$ cat config.mk
export PLATFORM = sky130hd
export DESIGN_NAME = univ_shift_reg
export DESIGN_NICKNAME = d
export VERILOG_FILES = /design/src/rtl/univ_shift_reg.sv
export SDC_FILE = /design/constraint.sdc
export NUM_CORES = 1
export LEC_CHECK = 0
export ABC_AREA = 1
export CAP_MARGIN = 10
export CORE_ASPECT_RATIO = 1.4
export CORE_MARGIN = 5
export CORE_UTILIZATION = 30
export CTS_CLUSTER_DIAMETER = 60
export DETAILED_ROUTE_END_ITERATION = 12
export SYNTH_ARGS = -nofsm -noshare
export SYNTH_HDL_FRONTEND = slang
export SYNTH_SLANG_ARGS = --single-unit
$ cat constraint.sdc
create_clock -name clk -period 1.6 [get_ports clk]
set_input_delay 0.4 -clock clk [delete_from_list [all_inputs] [get_ports clk]]
set_output_delay 0.4 -clock clk [all_outputs]
set_load 0.005 [all_outputs]
$ cat src/rtl/univ_shift_reg.sv
// Universal shift register: clear/set/parallel load plus SHL/SHR/ROL/ROR/ASR,
// with a saturating shift counter and a done pulse that marks each WIDTH-bit frame.
module univ_shift_reg #(
    parameter int unsigned WIDTH       = 8,
    parameter int unsigned LOAD_SVALUE = 4,
    parameter int unsigned RST_VALUE   = 0,
    parameter int unsigned CNT_W       = $clog2(WIDTH + 1)
) (
    input  logic             clk,
    input  logic             rst,
    input  logic             en,
    input  logic             sclr,
    input  logic             sset,
    input  logic             load,
    input  logic [2:0]       mode,
    input  logic [WIDTH-1:0] d,
    input  logic             shiftin_l,
    input  logic             shiftin_r,
    output logic [WIDTH-1:0] q,
    output logic             shiftout_l,
    output logic             shiftout_r,
    output logic [CNT_W-1:0] shift_cnt,
    output logic             done
);

    typedef enum logic [2:0] {
        MODE_HOLD = 3'b000,
        MODE_SHL  = 3'b001,
        MODE_SHR  = 3'b010,
        MODE_ROL  = 3'b011,
        MODE_ROR  = 3'b100,
        MODE_ASR  = 3'b101
    } mode_e;

    logic [WIDTH-1:0] shifted;
    logic             is_shift;

    // Next shift result; reserved encodings fall through to hold
    always_comb begin
        shifted  = q;
        is_shift = 1'b0;
        case (mode)
            MODE_SHL: begin
                shifted  = {q[WIDTH-2:0], shiftin_r};
                is_shift = 1'b1;
            end
            MODE_SHR: begin
                shifted  = {shiftin_l, q[WIDTH-1:1]};
                is_shift = 1'b1;
            end
            MODE_ROL: begin
                shifted  = {q[WIDTH-2:0], q[WIDTH-1]};
                is_shift = 1'b1;
            end
            MODE_ROR: begin
                shifted  = {q[0], q[WIDTH-1:1]};
                is_shift = 1'b1;
            end
            MODE_ASR: begin
                shifted  = {q[WIDTH-1], q[WIDTH-1:1]};
                is_shift = 1'b1;
            end
            default: begin
                shifted  = q;
                is_shift = 1'b0;
            end
        endcase
    end

    // Register, counter and done pulse; done fires only on the WIDTH-1 -> WIDTH step
    always_ff @(posedge clk) begin
        if (rst) begin
            q         <= WIDTH'(RST_VALUE);
            shift_cnt <= '0;
            done      <= 1'b0;
        end else if (!en) begin
            done <= 1'b0;
        end else if (sclr) begin
            q         <= '0;
            shift_cnt <= '0;
            done      <= 1'b0;
        end else if (sset) begin
            q         <= WIDTH'(LOAD_SVALUE);
            shift_cnt <= '0;
            done      <= 1'b0;
        end else if (load) begin
            q         <= d;
            shift_cnt <= '0;
            done      <= 1'b0;
        end else begin
            q    <= shifted;
            done <= 1'b0;
            if (is_shift && (shift_cnt < CNT_W'(WIDTH))) begin
                shift_cnt <= shift_cnt + CNT_W'(1);
                done      <= (shift_cnt == CNT_W'(WIDTH - 1));
            end
        end
    end

    assign shiftout_l = q[WIDTH-1];
    assign shiftout_r = q[0];

endmodule
==> Word level (Yosys, flattened, before mapping) <==
Index checks and enable logic that the tools add are counted.
{ "classes": {"magnitude_cmp": 1, "reduce_logical": 9, "bitwise": 2, "add_sub_neg": 1, "n_mux": 9, "n_eq_ne": 7} }
{ "op_table": {"columns": ["cell", "count"], "rows": [
  ["one-hot mux 8 bit (5 select lines)", 1],
  ["2-to-1 mux 8 bit", 3],
  ["2-to-1 mux 4 bit", 4],
  ["nonzero test 8 bit", 1],
  ["nonzero test 7 bit", 1],
  ["== test 3 x 2 -> 1 bit (second input constant)", 2],
  ["== test 3 bit (second input constant)", 2],
  ["OR reduction 6 bit", 1],
  ["OR reduction 5 bit", 1],
  ["adder 4 x 1 -> 4 bit (second input constant)", 1],
  ["== test 4 x 3 -> 1 bit (second input constant)", 1],
  ["< comparator 4 bit (second input constant)", 1],
  ["!= test 4 bit (second input constant)", 1],
  ["AND reduction 2 bit", 2],
  ["nonzero test 4 bit", 1],
  ["== test 3 x 1 -> 1 bit (second input constant)", 1],
  ["AND reduction 3 bit", 1],
  ["inverter 1 bit", 2],
  ["logical AND 1 bit", 1],
  ["2-to-1 mux 1 bit", 1]
]} }
{ "totals": {"inputBits": 19, "wordCells": 33, "reg_bits": 13, "out_inout_bits": 15} }

==> Longest topological paths before layout <==
{ "depth": {"ltp_word": 8, "mapped_depth": 11, "mapped_depth_nobuf": 10} }

==> Least setup slack after synthesis <==
No wires, ideal clock.
{ "synth_timing": {"path_kind": "in2reg", "start": "input port mode[1]", "end": "register q[1]", "slack_ns": 0.356, "required_time_ns": 1.474, "stages": 7, "setup_time_ns": 0.126, "n_path_buf": 1, "t_arrival_ns": 1.118, "path_cell_list": "buf_6 > xnor2_1 > nand3_1 > nand4_1 > nor2_1 > nor2_1 > nor2_1"} }
{ "synth_between": {"elab_chain_cells": 5, "word_cells_on_any_way": 11, "cone_classes": "5 x eq/ne; 4 x mux; 2 x reduce/logical"} }
{ "synth_rtl": {"columns": ["item", "line", "rtl"], "rows": [
  ["from (decl)", "15", "input logic [2:0] mode,"],
  ["== test 3 bit, or another cell as far along", "42", "case (mode)"],
  ["one-hot mux 8 bit (5 select lines)", "42", null],
  ["2-to-1 mux 8 bit", "86", "end else if (load) begin"],
  ["2-to-1 mux 8 bit", "82", "end else if (sset) begin"],
  ["2-to-1 mux 8 bit", "78", "end else if (sclr) begin"],
  ["to (signal assigned)", "73", "q <= WIDTH'(RST_VALUE);"],
  ["to (signal assigned)", "83", "q <= WIDTH'(LOAD_SVALUE);"],
  ["to (signal assigned)", "91", "q <= shifted;"],
  ["to (decl)", "19", "output logic [WIDTH-1:0] q,"]
]} }
Several ways; a longest one is shown, not always the timed one.
A chain may end at the register's enable or synchronous reset.

==> Worst setup path after layout <==
{ "layout_timing": {"start": "register q[5]", "end": "output port q[5]"} }
No word-level cell between the ends.

==> impl_metrics.toml <==
[routing]
routedWlPerCell_um = 12.4
top_layer_used = "met4"
drt_iter0_drc = 17
wl_met2_um = 1470
vias = 1101
viasPerCell = 4.71
wl_met3_um = 131
antenna_left = 0
drc = 0
met1_length_um = 1190
drtPass1Iterations = 4
routed_wl_um = 2900

[global_routing]
grt_pass1_vias = 1127
overflow = 0
track_usage_pct = 14.8
antenna_found_initial = 0
grt_max_degree = 10
grt_pass1_wl_um = 4970

[timing]
period_share_pct = 96.8
finalClockSkew_ns = 0.00106
rsz0062_at_grt = "false"
hold_viol = 0
relSlewSlack_pct = 81.9
min_period_ns = 1.55
finalSetupTns_ns = 0
holdWs_ns = 0.497
setup_violations = 0
fmax_mhz = 646
worst_pin_slew_ns = 0.271
maxSlewViolCount = 0

[floorplan]
die_w_um = 56.6
ios = 34
start_util_pct = 31.4
dieArea_um2 = 4260
core-area_um2 = 2910
core.rowCount = 23
die_y_um = 75.3

[yosys]
synthCells = 152
ys_warn_count = 0
synthesis.area_um2 = 913
ys_seq_area_share_pct = 28.5
synth_nets = 172
synth-seq-cells = 13
synth.distinct_cells = 23
syn_area_per_cell_um2 = 6.01

[worst_setup_path]
critPathTopFamily = "buffers and inverters"
critPathMaxStageDelay_ns = 0.52
crit_buf_inv = 1
critPathMaxFanout = 4
r2r_setup_slack_ns = 0.59
cp.arrival_ns = 1.15
critPathSlowestCell = "clkdlybuf4s50_1"
criticalPathCategory = "reg2out"
worstPathCellList = "clkdlybuf4s50_1"
end_kind = "primary output"
cp.required_ns = 1.20
crit_path_start_kind = "flip-flop"

[clock_network]
clk_latency_ns = 0.24
clockRootBuffer = "clkbuf_8"
numCtsBuffers = 3
htree_num_levels = 1
clockBufferDepth = 2
clkSinkCount = 13
path_clk_slew_ns = 0.06
cts_tree = "built"

[placed_design]
place_inst = 229
gp_congestion = 0.866
portBuffers = 33
dp_hpwl_um = 2300

[final_layout]
final_cell_mix = "nand2_1, nor2_1, clkdlybuf4s50_1"
antenna-diode-count = 0
layout.nets = 218
area_growth_pct = 56.4
final_common_cell = "nand2_1"
stdcell_count = 234
drive_gt1_share_pct = 20.3

[status]
outcome = "finished, final reports clean"

[power]
power_density_nw_per_um2 = 612
p_leak_nw = 0.634
peakVddDrop_mv = 0.379

[run]
cap_violations = 0

[hold_path]
hold_path_class = "reg2reg"
[flip-flops by register name, indices dropped and copies added, names as in the netlist]
name       cells
shift_cnt      4
done           1
q              8
[report_power, final]
group | leakage, nW | switching [mW] | total, mW | internal, mW
registers | 0.107 | 0.0109 | 0.346 | 0.335
clock network | 0.0228 | 0.120 | 0.296 | 0.176
logic | 0.505 | 0.112 | 0.232 | 0.120
total | 0.634 | 0.243 | 0.874 | 0.631
[worst register-to-register path, stage by stage (launching register included)]
cell,delay (ns)
dfxtp_1,0.35
buf_4,0.14
nand3_1,0.08
nand3_1,0.09
nand2_1,0.06
nor2_1,0.11
nor2_1,0.05
nor2_1,0.07
[repair_timing]
item                                    in CTS  in global routing
setup buffers                                0                  1
pin swaps                                    0                  5
endpoints found under the hold margin        0                  0
resized for setup                            2                 15
endpoints found under the setup margin      10                 15
hold buffers                                 0                  0
[worst paths after layout]
path,cells past startpoint,endpoint,from
worst min-delay path,2,shift_cnt[0]$_SDFFE_PP0P_,shift_cnt[0]$_SDFFE_PP0P_
worst max register to register,7,q[1]$_SDFFE_PP0P_,q[0]$_SDFFE_PP0P_
worst min register to register,2,shift_cnt[0]$_SDFFE_PP0P_,shift_cnt[0]$_SDFFE_PP0P_
worst max-delay path,1,q[5],q[5]$_SDFFE_PP0P_
[cells in the mapped netlist, drive strengths merged]
cell type	n	area, um2
inv	19	71.3
ha	1	12.5
nand3b	2	15.0
dfxtp	13	260
o21ai	4	20.0
buf	4	37.5
nor2	31	116
nand2	39	159
a21oi	6	30.0
o2111ai	1	8.76
clkbuf	2	7.51
nand3	16	85.1
nand4	5	31.3
o211ai	1	7.51
or2	5	31.3
nor4	1	6.26
nor3	1	5.00
xnor2	1	8.76
[final cells by class]
type	count	area [um2]
tap	37	46.3
fill	305	1480
inverter	19	71.3
multi-input combinational	114	562
clock buffer	4	45.0
timing repair buffer	47	440
sequential	13	264
[cells by family after synthesis]
group / after synthesis / synth area share (%)
xor gates and xnor gates: 1 / 0.959
adders and majority gates: 1 / 1.37
DFF: 13 / 28.5
AOI/OAI and AO/OA: 12 / 7.26
and+or+nand+nor: 100 / 49.2
buffers and inverters: 25 / 12.7
[per-layer routing]
layer / vias up / GRT usage [%]
met2: 32 / 27.2
met3: 10 / 2.92
met1: 486 / 15.6
li1: 573 / -
met5: - / 0
met4: 0 / 8.97
[metrics by stage]
step	power (mW)	utilization (%)	setup slack, ns	cell area (um2)
after global placement	0.573	46.2	-0.311	1340
after CTS	0.869	48.0	0.00285	1390
after detailed placement	0.576	46.2	-0.330	1340
final	0.874	49.2	0.0510	1430
after global routing	0.925	49.2	0.00909	1430
after floorplan	0.461	-	0.356	913
Power figures use the tool's default switching activity.
